===== src/rtl/csb_seq.sv =====
// csb_seq: command sequencer. Pops 6-word commands from a show-ahead FIFO,
// validates them, and drives the conv/maxpool/avepool engines one
// output-channel chunk of PAR channels at a time, counting commands to the end.
module csb_seq #(
  parameter int PAR    = 16,
  parameter int CNT_W  = 16,
  parameter int NCMD_W = 7
) (
  input  logic              clk,
  input  logic              rst_n,
  input  logic              op_en,
  input  logic              abort,
  input  logic              irq_clr,
  input  logic [NCMD_W-1:0] cmd_size,
  input  logic [31:0]       cmd,
  input  logic              cmd_empty,
  output logic              cmd_rd_en,
  output logic [2:0]        eng_start,
  input  logic [2:0]        eng_done,
  output logic [2:0]        op_type,
  output logic              padding,
  output logic [7:0]        stride_1,
  output logic [15:0]       stride_2,
  output logic [CNT_W-1:0]  i_channel_size,
  output logic [CNT_W-1:0]  o_channel_size,
  output logic [7:0]        i_kernel_size,
  output logic [7:0]        o_kernel_size,
  output logic [15:0]       op_num,
  output logic [31:0]       weight_start_addr,
  output logic [31:0]       data_start_addr,
  output logic [31:0]       writeback_addr,
  output logic [CNT_W-1:0]  chan_base,
  output logic [NCMD_W-1:0] cmd_idx,
  output logic              op_run,
  output logic              irq,
  output logic              err
);

  typedef enum logic [2:0] {
    S_IDLE, S_FETCH, S_CHECK, S_ISSUE, S_WAIT, S_FINISH, S_ERROR
  } state_t;

  localparam logic [CNT_W-1:0] PAR_MASK = CNT_W'(PAR - 1);
  localparam logic [CNT_W:0]   PAR_EXT  = (CNT_W+1)'(PAR);

  state_t            state, state_d;
  logic [2:0]        word_cnt, word_cnt_d;
  logic [NCMD_W-1:0] cmd_size_q, cmd_size_d;
  logic [NCMD_W-1:0] cmd_idx_d;
  logic [CNT_W-1:0]  chan_base_d;
  logic              op_run_d, irq_d, err_d;
  logic [2:0]        eng_start_d;
  logic [2:0]        op_type_d;
  logic              padding_d;
  logic [7:0]        stride_1_d;
  logic [15:0]       stride_2_d;
  logic [CNT_W-1:0]  i_channel_size_d, o_channel_size_d;
  logic [7:0]        i_kernel_size_d, o_kernel_size_d;
  logic [15:0]       op_num_d;
  logic [31:0]       weight_start_addr_d, data_start_addr_d, writeback_addr_d;

  logic [1:0]        eng_sel;
  logic [2:0]        eng_onehot;
  logic [CNT_W:0]    next_base;
  logic [NCMD_W:0]   cmd_idx_inc;
  logic              cmd_valid;

  // Engine selection, chunk/command arithmetic (one extra bit, no wrap) and validity.
  assign eng_sel     = (op_type == 3'd4) ? 2'd1 : ((op_type == 3'd5) ? 2'd2 : 2'd0);
  assign eng_onehot  = 3'b001 << eng_sel;
  assign next_base   = {1'b0, chan_base} + PAR_EXT;
  assign cmd_idx_inc = {1'b0, cmd_idx} + {{NCMD_W{1'b0}}, 1'b1};
  assign cmd_valid   = (op_type >= 3'd1) && (op_type <= 3'd5) &&
                       (o_channel_size != '0) && ((o_channel_size & PAR_MASK) == '0);
  assign cmd_rd_en   = (state == S_FETCH) && !cmd_empty;

  // Next-state and next-output logic; abort overrides every transition.
  always_comb begin
    state_d             = state;
    word_cnt_d          = word_cnt;
    cmd_size_d          = cmd_size_q;
    cmd_idx_d           = cmd_idx;
    chan_base_d         = chan_base;
    op_run_d            = op_run;
    irq_d               = irq;
    err_d               = err;
    eng_start_d         = 3'b000;
    op_type_d           = op_type;
    padding_d           = padding;
    stride_1_d          = stride_1;
    stride_2_d          = stride_2;
    i_channel_size_d    = i_channel_size;
    o_channel_size_d    = o_channel_size;
    i_kernel_size_d     = i_kernel_size;
    o_kernel_size_d     = o_kernel_size;
    op_num_d            = op_num;
    weight_start_addr_d = weight_start_addr;
    data_start_addr_d   = data_start_addr;
    writeback_addr_d    = writeback_addr;
    if (abort) begin
      state_d    = S_IDLE;
      op_run_d   = 1'b0;
      word_cnt_d = 3'd0;
    end else begin
      case (state)
        S_IDLE: begin
          if (op_en) begin
            if (cmd_size != '0) begin
              cmd_size_d = cmd_size;
              cmd_idx_d  = '0;
              word_cnt_d = 3'd0;
              op_run_d   = 1'b1;
              state_d    = S_FETCH;
            end else begin
              irq_d   = 1'b1;
              state_d = S_FINISH;
            end
          end
        end
        S_FETCH: begin
          if (!cmd_empty) begin
            case (word_cnt)
              3'd0: begin
                op_type_d  = cmd[2:0];
                padding_d  = cmd[3];
                stride_1_d = cmd[15:8];
                stride_2_d = cmd[31:16];
              end
              3'd1: begin
                i_channel_size_d = CNT_W'(cmd[15:0]);
                o_channel_size_d = CNT_W'(cmd[31:16]);
              end
              3'd2: begin
                i_kernel_size_d = cmd[7:0];
                o_kernel_size_d = cmd[15:8];
                op_num_d        = cmd[31:16];
              end
              3'd3: weight_start_addr_d = cmd;
              3'd4: data_start_addr_d   = cmd;
              3'd5: writeback_addr_d    = cmd;
              default: ;
            endcase
            word_cnt_d = word_cnt + 3'd1;
            if (word_cnt == 3'd5) state_d = S_CHECK;
          end
        end
        S_CHECK: begin
          if (cmd_valid) begin
            chan_base_d = '0;
            eng_start_d = eng_onehot;
            state_d     = S_ISSUE;
          end else begin
            irq_d    = 1'b1;
            err_d    = 1'b1;
            op_run_d = 1'b0;
            state_d  = S_ERROR;
          end
        end
        S_ISSUE: state_d = S_WAIT;
        S_WAIT: begin
          if (eng_done[eng_sel]) begin
            if (next_base < {1'b0, o_channel_size}) begin
              chan_base_d = next_base[CNT_W-1:0];
              eng_start_d = eng_onehot;
              state_d     = S_ISSUE;
            end else if (cmd_idx_inc == {1'b0, cmd_size_q}) begin
              irq_d    = 1'b1;
              op_run_d = 1'b0;
              state_d  = S_FINISH;
            end else begin
              cmd_idx_d  = cmd_idx_inc[NCMD_W-1:0];
              word_cnt_d = 3'd0;
              state_d    = S_FETCH;
            end
          end
        end
        S_FINISH: begin
          if (irq_clr) begin
            irq_d   = 1'b0;
            state_d = S_IDLE;
          end
        end
        S_ERROR: begin
          if (irq_clr) begin
            irq_d   = 1'b0;
            err_d   = 1'b0;
            state_d = S_IDLE;
          end
        end
        default: state_d = S_IDLE;
      endcase
    end
  end

  // State and registered-output update with synchronous active-low reset.
  always_ff @(posedge clk) begin
    if (!rst_n) begin
      state             <= S_IDLE;
      word_cnt          <= 3'd0;
      cmd_size_q        <= '0;
      cmd_idx           <= '0;
      chan_base         <= '0;
      op_run            <= 1'b0;
      irq               <= 1'b0;
      err               <= 1'b0;
      eng_start         <= 3'b000;
      op_type           <= 3'd0;
      padding           <= 1'b0;
      stride_1          <= 8'd0;
      stride_2          <= 16'd0;
      i_channel_size    <= '0;
      o_channel_size    <= '0;
      i_kernel_size     <= 8'd0;
      o_kernel_size     <= 8'd0;
      op_num            <= 16'd0;
      weight_start_addr <= 32'd0;
      data_start_addr   <= 32'd0;
      writeback_addr    <= 32'd0;
    end else begin
      state             <= state_d;
      word_cnt          <= word_cnt_d;
      cmd_size_q        <= cmd_size_d;
      cmd_idx           <= cmd_idx_d;
      chan_base         <= chan_base_d;
      op_run            <= op_run_d;
      irq               <= irq_d;
      err               <= err_d;
      eng_start         <= eng_start_d;
      op_type           <= op_type_d;
      padding           <= padding_d;
      stride_1          <= stride_1_d;
      stride_2          <= stride_2_d;
      i_channel_size    <= i_channel_size_d;
      o_channel_size    <= o_channel_size_d;
      i_kernel_size     <= i_kernel_size_d;
      o_kernel_size     <= o_kernel_size_d;
      op_num            <= op_num_d;
      weight_start_addr <= weight_start_addr_d;
      data_start_addr   <= data_start_addr_d;
      writeback_addr    <= writeback_addr_d;
    end
  end

endmodule

===== config.mk =====
export PLATFORM = sky130hd
export DESIGN_NAME = csb_seq
export DESIGN_NICKNAME = d
export VERILOG_FILES = /design/src/rtl/csb_seq.sv
export SDC_FILE = /design/constraint.sdc
export NUM_CORES = 1
export LEC_CHECK = 0
export ABC_CLOCK_PERIOD_IN_PS = 4300
export BUFFER_PORTS_ARGS = -buffer_cell sky130_fd_sc_hd__buf_2
export CAP_MARGIN = 20
export CELL_PAD_IN_SITES_DETAIL_PLACEMENT = 1
export CELL_PAD_IN_SITES_GLOBAL_PLACEMENT = 2
export CORE_MARGIN = 2
export CORE_UTILIZATION = 30
export CTS_BUF_LIST = sky130_fd_sc_hd__clkbuf_8 sky130_fd_sc_hd__clkbuf_16
export DETAILED_ROUTE_END_ITERATION = 7
export PLACE_DENSITY_LB_ADDON = 0.2
export REMOVE_ABC_BUFFERS = 1
export SYNTH_ARGS = -nofsm -noshare
export SYNTH_HDL_FRONTEND = slang
export SYNTH_SLANG_ARGS = --single-unit

===== constraint.sdc =====
create_clock -name clk -period 4.3 [get_ports clk]
set_clock_uncertainty 0.2 [all_clocks]
set_input_delay 0 -clock clk [delete_from_list [all_inputs] [get_ports clk]]
set_output_delay 0 -clock clk [all_outputs]
set_load 0.01 [all_outputs]

==> results.md <==
- In the synthesized netlist the async set-or-reset flop fraction comes to 0.
- The max-slew violation count is 0.
- The largest buffer count on any clock path is 3.
- In this run, synthesis inferred 0 flip-flops with an integrated enable.
- During placement, the flow inserted port buffers numbering 261.
- From synthesis to final layout, the design area changed by 31.22%.
- Subtracting the final worst setup slack from the clock period gives 3.685 ns.
- The number of violations reported at the end of detailed-routing iteration 0 is 287.
- For this design the static power due to leakage is 5.250 nW.
- Setup repair after global routing left no endpoint under its margin.
- Once placement completed, the tool counted placed cells totaling 1,752.
- The highest clock rate is 271.4 MHz.
- The number of global-route vias before repair was 9,466.
- The wire length of the first global-routing pass is 56.06 mm.
- The number of setup violations in the final report is 0.
- The number of max-capacitance violations reported is 0.
- The routability congestion estimate is 0.8164.
- In the final layout, the share of cells above drive strength 1 is 0.2373.
- The required time of the worst setup path is 4.58 ns.
- The endpoint class of the critical path is a flop.
- The total core area is 31,640 um2.
- At the later pin of the worst-skew pair, clock insertion delay measures 0.55 ns.
- The post-placement cell area is 11,250 um2.
- Across every metal layer, demand over resource in global routing totals 0.2140.
- After routing the design area is 12,710 um2.
- The vertical extent of the die is 183.7 um.
- Hold timing on the final database bottoms out at a slack of 0.09275 ns.
- The flip-flop cell with the highest count after synthesis is dfxtp_1.
- The total power per unit cell area is 368.8 nW/um2.
- Averaged over all synthesized cells, the footprint is 8.372 um2.
- The maximum net fanout on the critical path is 13.
- For this design, the sink count on the clock tree is 226.
- The final route contains 9,086 vias.
- The largest single stage delay on the critical path is 0.47 ns.
- The tightest min-delay check is of the in -> reg type.
- The post-route clock period utilization is 0.8570.
- The worst slew margin relative to its limit is 0.3432.
- The synthesized netlist contains 64 unique library cells.
- The average via count per standard cell is 4.895.
- The most common cell in the netlist is nand2_1.
- The repair_antennas step left the layout with diodes totalling 0.
- At the pin with the least slew margin, the transition time is 0.9818 ns.
- The largest total area in the synthesized netlist belongs to dfxtp_1.
- The cell sitting at the root of the clock tree is a clkbuf_16.
- After synthesis the cells add up to 9687 um2.
- The post-detailed-routing wire length is 36.08 mm.
- The slowest stage of the critical path belongs to the cell dfxtp_1.
- The sequential area share after synthesis is 0.4671.
- In this run the number of H-tree levels came out at 1.
- The buffer count from post-CTS setup fixing is 0.
- Hold repair after CTS inserted 54 buffers.
- The number of buffers inserted during clock tree synthesis is 28.
- The most prevalent standard cell on the critical path is and3_1.
- The critical path arrival is 3.97 ns.
- The number of antenna violations at the first check in global routing is 0.
- Clock-pin slew was measured on the worst setup and hold paths at 0.06 ns.
- After global routing the overflow that remains totals 0.
- Entering global routing, the biggest net connects 97 pins.
- The floorplan step defined a die boundary enclosing 33,740 um2.
- In this run, post-CTS repair resized a total of 0 instances.
- For this run, design rule violations remaining after detail routing come to 0.
- By area the synthesized netlist is led by dfxtp_1 47%, nand2_1 16%, a21boi_0 13%.
- The detailed-router iteration count before antenna repair is 4.
- The end-of-flow core utilization is 0.4018.
- The run finished with clean final reports.
- The number of hold violations in the final report is 0.
- The horizontal die dimension is 183.7 um.
- The critical path startpoint category is a flop.
- During synthesis, Yosys emitted a total of 0 warnings.
- The average wire length per cell after detail routing is 19.44 um.
- The CTS tree is yes.
- In this run, synthesis produced a sequential element count of 226.
- The post-route setup TNS is 0 ns.
- On the critical path the largest part of the delay comes from simple AND/OR/NAND/NOR gates.
- The number of buffer and inverter instances along the worst setup path is 0.
- After the last flow step, the layout net total stands at 1,502.
- Synthesis produced 1,157 cells.
- The fraction of synthesized cell area taken by the top area cell type is 0.4671.
- The number of ports placed on the die boundary is 266.
- Once detail routing completed, the nets flagged for antenna violations numbered 0.
- Detailed placement ended at an HPWL of 23.19 mm.
- The floorplan has 65 rows.
- The worst-case IR drop observed on VDD is 258.4 uV.
- Traced cell by cell, the critical path runs through and3_1, and3_1, nand4_1, xnor2_1, ha_1, nand3_1, nor3_1, nand4b_1, nand4_2, a211oi_1, nor4_2, mux2i_1.
- Excluding fillers, the count of instances in the completed layout stands at 1,856.
- The initial utilization of the core area, before any placement, comes to 0.3062.
- The path type of the worst setup path is reg -> reg.
- Sorting the synthesized cells by how often they occur yields 410 x nand2_1, 226 x dfxtp_1, 168 x a21boi_0, 48 x clkbuf_1, 22 x a21boi_1.
## final timing paths
path | endpoint | from | slack (ns) | cells after the start
setup / recovery | word_cnt[0] | chan_base[6] | 0.61 | 12
hold / removal | weight_start_addr[4] | cmd[4] | 0.09 | 4
setup reg to reg | word_cnt[0] | chan_base[6] | 0.61 | 12
hold reg to reg | i_channel_size[5] | i_channel_size[5] | 0.25 | 2
## per-layer routing
| layer | track usage | routed length [um] | up-vias | share of wire |
|---|---|---|---|---|
| met5 | 0 | 0 | - | 0 |
| met4 | 0.04992 | 776 | 0 | 0.022 |
| met3 | 0.06418 | 2619 | 45 | 0.073 |
| met2 | 0.3564 | 16470 | 210 | 0.46 |
| met1 | 0.2719 | 16210 | 4434 | 0.45 |
| li1 | - | - | 4397 | - |
## placed cells by master, fill, tap and decap left out, types with 3 or more instances in the layout
cell type / Yosys / routed
inv_1: 16 / 21
xnor2_1: 12 / 12
clkinv_2: 0 / 4
and2_2: 0 / 3
and2_1: 8 / 5
o21ai_0: 16 / 16
nand3_1: 13 / 11
nand4_1: 6 / 6
clkbuf_8: 0 / 9
xor2_1: 5 / 5
nor3_1: 7 / 7
a21oi_1: 15 / 15
nand2b_1: 7 / 7
buf_2: 21 / 260
nor4_2: 5 / 4
o22ai_1: 4 / 4
and3_1: 6 / 5
buf_4: 7 / 7
ha_1: 20 / 20
clkbuf_16: 0 / 28
a21o_1: 3 / 3
nor2b_1: 11 / 11
o31ai_1: 3 / 3
nor4_1: 6 / 6
mux2i_1: 13 / 13
nand3_2: 2 / 4
dlygate4sd3_1: 0 / 54
dfxtp_1: 226 / 226
a22o_1: 8 / 8
a21boi_0: 168 / 168
or3_1: 4 / 4
nor2_1: 21 / 21
o21a_1: 4 / 4
conb_1: 1 / 4
nand2_1: 410 / 407
nand2_2: 0 / 3
a21boi_1: 22 / 22
## registers in the layout (all words and copies together), names as in the netlist, 7 cells and up
| signal | flops |
|---|---|
| o_kernel_size | 8 |
| cmd_size_q | 7 |
| chan_base | 12 |
| op_num | 16 |
| writeback_addr | 32 |
| i_kernel_size | 8 |
| cmd_idx | 7 |
| weight_start_addr | 32 |
| i_channel_size | 16 |
| stride_1 | 8 |
| data_start_addr | 32 |
| stride_2 | 16 |
| o_channel_size | 16 |
## cell families after synthesis
kind of cell,share of synthesized area
other,0.0003871
adder cells (fa/ha/maj),0.02583
multiplexers,0.01576
AO/OA/AOI/OAI,0.1969
AND/OR/NAND/NOR,0.2329
flip-flops,0.4671
XOR/XNOR,0.01705
buffers and inverters,0.04417
## where the power goes
part	internal [mW]	switching (mW)
clock network	1.39	0.960
registers	2.10	0.00967
logic	0.0998	0.119
total	3.60	1.09
## tightest hold or removal path, cell delays in order
cell and delay (ns):
dlygate4sd3_1 0.53, buf_2 0.16, nand2_1 0.06, a21boi_1 0.05
## through the flow
stage	setup slack [ns]	power, mW
finish	0.6150	4.687
global route	0.2074	4.867
CTS	0.5701	4.763
detailed placement	0.5857	2.343
global placement	0.7068	2.341
floorplan	1.154	2.233
## area by class of cell
cell class / count / area, um2
repair buffers: 322 / 1914
clock buffers: 37 / 824.5
fillers: 3803 / 18930
multi-input cells: 838 / 4777
clock inverters: 13 / 100.1
flip-flops and latches: 226 / 4524
well taps: 402 / 503.0
inverters: 18 / 67.56
Power figures use the tool's default switching activity.
